**src/rtl/fifo_pkg.sv**
```systemverilog
// Shared types for the fifo block.
// Names the four possible outcomes of one clock edge.
package fifo_pkg;

  typedef enum logic [1:0] {
    OP_IDLE = 2'b00,
    OP_RD   = 2'b01,
    OP_WR   = 2'b10,
    OP_BOTH = 2'b11
  } fifo_op_e;

endpackage

```
**src/rtl/fifo_mem.sv**
```systemverilog
// Simple dual-port register array with a synchronous write and a combinational read.
// The storage is intentionally not reset.
module fifo_mem #(
  parameter int DEPTH  = 8,
  parameter int WIDTH  = 8,
  parameter int ADDR_W = 3
) (
  input  logic              clk,
  input  logic              we,
  input  logic [ADDR_W-1:0] waddr,
  input  logic [WIDTH-1:0]  wdata,
  input  logic [ADDR_W-1:0] raddr,
  output logic [WIDTH-1:0]  rdata
);

  logic [WIDTH-1:0] mem [DEPTH];

  always_ff @(posedge clk) begin
    if (we) begin
      mem[waddr] <= wdata;
    end
  end

  assign rdata = mem[raddr];

endmodule

```
**src/rtl/fifo.sv**
```systemverilog
// Single-clock FIFO with registered read data, a one-cycle data_valid strobe
// and registered full/empty flags derived from the next occupancy.
module fifo
  import fifo_pkg::*;
#(
  parameter int DEPTH = 8,
  parameter int WIDTH = 8
) (
  input  logic             clk,
  input  logic             rst_n,
  input  logic             wen,
  input  logic             ren,
  input  logic [WIDTH-1:0] data_in,
  output logic [WIDTH-1:0] data_out,
  output logic             data_valid,
  output logic             full,
  output logic             empty
);

  localparam int PTR_W = (DEPTH > 1) ? $clog2(DEPTH) : 1;
  localparam int CNT_W = $clog2(DEPTH + 1);
  localparam logic [PTR_W-1:0] PTR_LAST = PTR_W'(DEPTH - 1);
  localparam logic [CNT_W-1:0] CNT_FULL = CNT_W'(DEPTH);

  logic [PTR_W-1:0] wptr_q, wptr_d;
  logic [PTR_W-1:0] rptr_q, rptr_d;
  logic [CNT_W-1:0] count_q, count_d;
  logic [WIDTH-1:0] data_out_q, data_out_d;
  logic             data_valid_q, data_valid_d;
  logic             full_q, full_d;
  logic             empty_q, empty_d;

  logic             rd_ok;
  logic             wr_ok;
  fifo_op_e         op;
  logic [WIDTH-1:0] mem_rdata;

  fifo_mem #(
    .DEPTH  (DEPTH),
    .WIDTH  (WIDTH),
    .ADDR_W (PTR_W)
  ) u_mem (
    .clk   (clk),
    .we    (wr_ok),
    .waddr (wptr_q),
    .wdata (data_in),
    .raddr (rptr_q),
    .rdata (mem_rdata)
  );

  // A full FIFO may still take a write when the same edge frees a slot.
  always_comb begin
    rd_ok = ren & ~empty_q;
    wr_ok = wen & (~full_q | rd_ok);
    op    = fifo_op_e'({wr_ok, rd_ok});
  end

  always_comb begin
    wptr_d       = wptr_q;
    rptr_d       = rptr_q;
    count_d      = count_q;
    data_out_d   = data_out_q;
    data_valid_d = rd_ok;

    if (wr_ok) begin
      wptr_d = (wptr_q == PTR_LAST) ? '0 : wptr_q + 1'b1;
    end
    if (rd_ok) begin
      rptr_d     = (rptr_q == PTR_LAST) ? '0 : rptr_q + 1'b1;
      data_out_d = mem_rdata;
    end

    case (op)
      OP_WR:   count_d = count_q + 1'b1;
      OP_RD:   count_d = count_q - 1'b1;
      default: count_d = count_q;
    endcase

    full_d  = (count_d == CNT_FULL);
    empty_d = (count_d == '0);
  end

  always_ff @(posedge clk or negedge rst_n) begin
    if (!rst_n) begin
      wptr_q       <= '0;
      rptr_q       <= '0;
      count_q      <= '0;
      data_out_q   <= '0;
      data_valid_q <= 1'b0;
      full_q       <= 1'b0;
      empty_q      <= 1'b1;
    end else begin
      wptr_q       <= wptr_d;
      rptr_q       <= rptr_d;
      count_q      <= count_d;
      data_out_q   <= data_out_d;
      data_valid_q <= data_valid_d;
      full_q       <= full_d;
      empty_q      <= empty_d;
    end
  end

  assign data_out   = data_out_q;
  assign data_valid = data_valid_q;
  assign full       = full_q;
  assign empty      = empty_q;

endmodule

```
**config.mk**
```make
export PLATFORM = sky130hd
export DESIGN_NAME = fifo
export DESIGN_NICKNAME = d
export VERILOG_FILES = /design/src/rtl/fifo_pkg.sv /design/src/rtl/fifo_mem.sv /design/src/rtl/fifo.sv
export SDC_FILE = /design/constraint.sdc
export NUM_CORES = 1
export LEC_CHECK = 0
export CAP_MARGIN = 5
export CORE_MARGIN = 5
export CORE_UTILIZATION = 62
export DETAILED_ROUTE_END_ITERATION = 7
export GPL_TIMING_DRIVEN = 1
export PLACE_DENSITY = 0.86
export SYNTH_ARGS = -nofsm -noshare
export SYNTH_HDL_FRONTEND = slang
export SYNTH_SLANG_ARGS = --single-unit
```
**constraint.sdc**
```tcl
create_clock -name clk -period 5.83 [get_ports clk]
set_clock_uncertainty 0.15 [all_clocks]
set_input_delay 1.166 -clock clk [delete_from_list [all_inputs] [get_ports clk]]
set_output_delay 1.166 -clock clk [all_outputs]
set_load 0.05 [all_outputs]
```
==> results.toml <==
[grt]
grt_max_degree = 24
grt_pass1_wl_um = 9197
grt_use_met2_pct = 30.89
busiest_layer = "met2"
grt_pass1_vias = 1785
grt_usage_pct = 17.45
use_met3_pct = 3.786
met1_usage_pct = 20.82
gr-total-overflow = 0
antenna_found_initial = 0

[run]
cap_violations = 0

[timing]
max_freq_mhz = 253.7
final_hold_viol_count = 0
slew_viol_final = 0
post-route-period-util_pct = 67.62
worst_pin_slew_ps = 1013
setup_viol = 0
slew_headroom_pct = 32.49
rsz0062_at_grt = "false"
tns_ps = 0
period_minus_slack_ps = 3942

[floorplan]
chipWidth_um = 84.92
core_um2 = 5473
die_y_um = 84.92
io_pins = 23
dieArea_um2 = 7211
start_util_pct = 63.58
std_cell_rows = 27

[clock_network]
cts_max_path_buffers = 2
cts_setup_buffers = 0
cts_sinks = 85
insertion_delay_ps = 330
post_cts_resized = 0
cts_buffers = 9
clockRootBuffer = "clkbuf_8"
htreeDepth = 3
path_clk_slew_ps = 80
hold_buffers = 0
cts_tree = "done"

[critical_path]
critPathLaunchType = "input port"
r2r_cells = 9
arrival_ps = 4040
crit_path_end_kind = "flip-flop"
cpPeakStageDelay_ps = 590
cp_top_family = "simple AND/OR/NAND/NOR gates"
crit_path_cell_trace = "clkdlybuf4s50_1 -> nand2b_1 -> nand2_1 -> nand2_1 -> ha_1 -> xor2_1 -> ha_1 -> o22a_1 -> a211o_1 -> a2bb2oi_1"
crit_fanout = 23
worst-path-buf-inv = 1
critPathSlowestCell = "nand2b_1"
path_depth = 10
worstSetupPathType = "in -> reg"
cp.required_ps = 5930

[detailed_routing]
routed_via_density = 5.909
num_vias = 1755
dr.pass1.iters = 4
drc = 0
routed_wirelength_um = 5843
final_antenna_net_count = 0
wl_per_cell_um = 19.67
dr.first_iter.drc_count = 113

[power_and_ir_drop]
p_per_area_nw_per_um2 = 522.0
p_leak_uw = 0.001435
ir_worst_vdd_mv = 0.2838

[final_layout]
syn2layout_area_growth_pct = 15.07
layout.nets = 239
drive_gt1_share_pct = 16.44
multi_input_area_um2 = 977.2
num-fill-cells = 334
design_area_um2 = 4004
regArea_um2 = 2449
diodes = 0

[logic_synthesis]
netlist_instances = 191
synthTopCellsByArea = "edfxtp_1 55%, dfrtp_1 14%, mux4_1 6.0%"
synth_nets = 210
synthTopCellsByCount = "64 x edfxtp_1, 20 x dfrtp_1, 13 x nand2_1, 9 x o21ai_1"
ys_seq_area_share_pct = 70.37
yosysUniqueCellTypes = 38
async_flop_share_pct = 24.71
yosys.area.top_type_share_pct = 55.23
syn-cell-area_um2 = 3480
synth_most_common_cell = "edfxtp_1"
yosys.area.top_type = "edfxtp_1"
synth_seq_cells = 85
yosysWarnings = 0
syn_area_per_cell_um2 = 18.22
synth-edff-count = 64
synth_ff_type = "edfxtp_1"

[min_path]
hold_class = "reg -> reg"
hold_depth = 2

[outcome]
status = "complete, no violations"

[placement]
dp_hpwl_um = 3845
place_area_um2 = 3766
port_buffers = 22
routabilityCongestion = 0.7525
==> area by class of cell <==
type,instances,share of cell area (%)
Clock inverter,6,2.750
Timing Repair Buffer,25,6.063
Clock buffer,10,3.187
Inverter,2,0.1875
Sequential cell,85,61.16
Tap cell,72,2.250
Multi-Input combinational cell,97,24.41
==> metal layers <==
layer	wire, µm	vias to the layer above
met5	0	-
met4	27	0
met3	279	4
met2	3198	37
met1	2337	900
li1	-	814
==> worst reg2reg max path, cell delays in order (launching register included) <==
cell and delay [ps]:
dfstp_2 530, nand2b_1 640, nand2_1 160, nand2_1 310, ha_1 310, xor2_1 170, ha_1 270, o22a_1 170
a211o_1 300, a2bb2oi_1 190
==> worst paths after layout <==
check	slack (ps)	start	endpoint
setup reg to reg	2550	empty	full
min in group asynchronous	1210	rst_n	count_q[0]
hold / removal	350	data_out[5]	data_out[5]
setup / recovery	1890	ren	full
hold reg to reg	350	data_out[5]	data_out[5]
max in group asynchronous	3720	rst_n	rptr_q[1]
==> through the flow <==
stage | std cells | worst slack (ps) | hold WS, ps | total power (µW) | utilization [%]
CTS | 297 | 1887 | 353.5 | 2113 | 73.16
floorplan | 191 | 2605 | 366.4 | 1447 | -
global route | 297 | 1626 | 380.2 | 2204 | 73.16
detailed placement | 281 | 1525 | 334.3 | 1633 | 68.82
global placement | 281 | 1663 | 319.1 | 1603 | 68.82
finish | 297 | 1888 | 350.8 | 2090 | 73.16
==> report_power, final <==
group          leakage (µW)  internal [µW]  switching (µW)
Clock              0.000115            285             196
Sequential         0.000833            797             145
Combinational      0.000487            321             347
==> logic make-up (layout without fill, tap and decap cells) <==
group           after synthesis  count (layout)  synth area share (%)
mux                          29              29                 15.14
xor+xnor                      3               3                0.7553
compound gates               18              18                 3.452
fa+ha+maj                     7               7                 2.517
simple gates                 40              40                 5.934
buf+inv                       9              43                 1.834
flops                        85              85                 70.37
==> state kept, by name, indices dropped and copies added, names as in the netlist <==
name        cells
data_valid      1
u_mem.mem      64
wptr_q          3
data_out        8
count_q         4
rptr_q          3
full            1
empty           1
==> layout by cell type, fill, tap and decap left out, types with 2 or more instances in the layout <==
cell type and instances:
nand2_1 13, inv_1 2, dfrtp_1 20, mux2_2 5, bufinv_16 3, xnor2_1 2
mux4_1 8, a211o_1 2, nor3_1 4, nor3_2 2, nand2b_1 7, mux4_2 8
o21ai_1 9, clkbuf_8 9, ha_1 7, nor2_1 5, edfxtp_1 64, mux2i_1 8
buf_4 3, clkdlybuf4s50_1 22
No activity file was read; power rests on OpenSTA's default activity.
==> edit: new RTL, same settings <==
`DEPTH` is set to 8 in 2 places; all go to 16.
--- a/src/rtl/fifo_mem.sv
+++ b/src/rtl/fifo_mem.sv
@@ -1,7 +1,7 @@
 // Simple dual-port register array with a synchronous write and a combinational read.
 // The storage is intentionally not reset.
 module fifo_mem #(
-  parameter int DEPTH  = 8,
+  parameter int DEPTH  = 16,
   parameter int WIDTH  = 8,
   parameter int ADDR_W = 3
 ) (
--- a/src/rtl/fifo.sv
+++ b/src/rtl/fifo.sv
@@ -3,7 +3,7 @@
 module fifo
   import fifo_pkg::*;
 #(
-  parameter int DEPTH = 8,
+  parameter int DEPTH = 16,
   parameter int WIDTH = 8
 ) (
   input  logic             clk,
Behaviour: not the same (a bounded check fails within 10 cycles, from zero or initial values and one cycle with rst_n low).
==> edit against the original RTL <==
- sequential power is 60% higher
- area after synthesis rose by 79%
- routed wire length increased by 100%
- utilization is 0.64 points lower
- power rose by 69%
- sequential cell count is 67 higher
- setup slack got worse by 0.31 ns
- cell area grew 77%
- critical path type unchanged
- largest power group unchanged
==> edit: results (changes against the original RTL) <==
Clock network
  • Worst-skew pair later-pin latency: 0.51 ns (was 0.33 ns)
  • Post-CTS sizing: 0 (unchanged)
  • Clock Pin Slew Worst Setup and Hold Paths: 0.06 ns (was 0.08 ns)
  • H-Tree Depth: 4 (was 3)
  • Root buffer cell: clkbuf_8 (unchanged)
  • Maximum root-to-sink buffer count: 2 (unchanged)
  • Post-CTS Setup Repair Bufs: 0 (unchanged)
  • CTS Buf Count: 17 (was 9)

Pwr
  • Sw Share: 0.324 (was 0.329)
  • Pleak: 2.37 nW (was 1.43 nW)
  • Maximum vdd ir drop: 0.395 mV (was 0.284 mV)

GRT
  • Initial antenna violation count: 0 (unchanged)
  • Total track usage: 0.217 (was 0.174)
  • First-pass GRT wire length: 18.9 mm (was 9.20 mm)
  • Largest net degree at the start of global routing: 58 (was 24)

Yosys
  • Most instantiated cells after synthesis: edfxtp_1, mux2_2, dfrtp_1, nor2b_1, mux4_2 (was edfxtp_1, dfrtp_1, nand2_1, o21ai_1)
  • Syn_nets: 384 (was 210)
  • Ranking of synthesized cells by area: edfxtp_1, dfrtp_1, mux4_2 (was edfxtp_1, dfrtp_1, mux4_1)
  • Top FF cell, synth: edfxtp_1 (unchanged)
  • Unique masters post-synth: 43 (was 38)
  • EDFF count, synth: 128 (was 64)
  • Asr flop ratio synth: 0.158 (was 0.247)
  • Seq/Total Area, Yosys: 0.714 (was 0.704)

Setup path
  • Worst-path maximum fanout: 14 (was 23)
  • CP delay by family, top: compound AO/OA/AOI/OAI gates (was simple AND/OR/NAND/NOR gates)
  • CP max stage delay: 0.47 ns (was 0.59 ns)
  • Critical Path AT: 4.54 ns (was 4.04 ns)

Cells and area
  • Ratio of cells with drive above 1 in the final layout: 0.195 (was 0.164)
  • Top reg by flops: u_mem.mem (unchanged)
  • Number of flip-flops in the largest register: 128 (was 64)
  • Final net count: 407 (was 239)
  • Ant diodes: 0 (unchanged)

Status
  • Status: completed (unchanged)

Placed design
  • Port Buffers: 22 (unchanged)
  • Detailed placement HPWL: 7.32 mm (was 3.84 mm)
  • DP Area: 6540 um^2 (was 3770 um^2)
  • GP Congestion: 0.863 (was 0.753)

Drt
  • DR iter-0 viols: 259 (was 113)
  • Via/cell ratio: 6.37 (was 5.91)
  • DRT Pass-1 Iters: 5 (was 4)
  • Remaining routing DRC violations: 0 (unchanged)
  • Post-Route WL: 11.9 mm (was 5.84 mm)

Timing
  • Max-slew headroom: 0.254 (was 0.325)

Worst hold path
  • Hold Path Class: reg -> reg (unchanged)
edit: cell types whose count changed after synthesis, moves of 8 or more:
cell / delta
a2111oi_0: +8
and2_1: +11
o22ai_1: +8
mux4_1: -8
a221o_1: +9
clkbuf_1: +8
a211oi_1: +8
nor2b_1: +16
edfxtp_1: +64
mux2_2: +20
o21ai_1: -9
mux4_2: +8
edit: through the flow:
step	setup WS [ns]	std cells	total power, mW	util
floorplan	2.25	364	2.25	-
global placement	1.37	501	2.48	0.669
detailed placement	1.17	501	2.53	0.669
CTS	1.60	532	3.54	0.725
global route	1.35	532	3.68	0.725
finish	1.58	532	3.53	0.725
edit: kinds of logic after synthesis:
kind of cell | synth area share
simple gates | 0.0699
compound gates | 0.0655
buf+inv | 0.0201
flops | 0.714
mux | 0.105
xor+xnor | 0.00985
fa+ha+maj | 0.0161
edit: cell type report:
type | count | area [um^2]
flip-flops and latches | 152 | 4450
fillers | 564 | 2690
multi-input cells | 184 | 1660
clock buffers | 18 | 418
repair buffers | 25 | 243
well taps | 133 | 166
clock inverters | 13 | 131
inverters | 7 | 26.3
edit: final timing paths:
kind,from,endpoint,depth (start not counted),slack (ns)
worst max-delay path,ren,full,13,1.58
worst min-delay path,count_q[4],count_q[4],1,0.34
worst max register to register,empty,full,12,2.08
worst min register to register,count_q[4],count_q[4],1,0.34
max in group asynchronous,rst_n,rptr_q[0],1,3.68
min in group asynchronous,rst_n,count_q[3],1,1.10
edit: per-layer routing:
layer | share of wire | vias up | global-route usage
li1 | - | 1496 | -
met1 | 0.40 | 1713 | 0.288
met2 | 0.53 | 155 | 0.367
met3 | 0.055 | 24 | 0.0396
met4 | 0.017 | 0 | 0.0704
met5 | 0 | - | 0
edit: power groups by stage:
stage / Clock (mW) / Sequential [mW] / Combinational [mW]
after floorplan: 0 / 1.54 / 0.711
after global placement: 0 / 1.52 / 0.966
after detailed placement: 0 / 1.53 / 0.998
after CTS: 1.02 / 1.51 / 1.01
after global routing: 1.07 / 1.53 / 1.09
final: 1.01 / 1.51 / 1.01
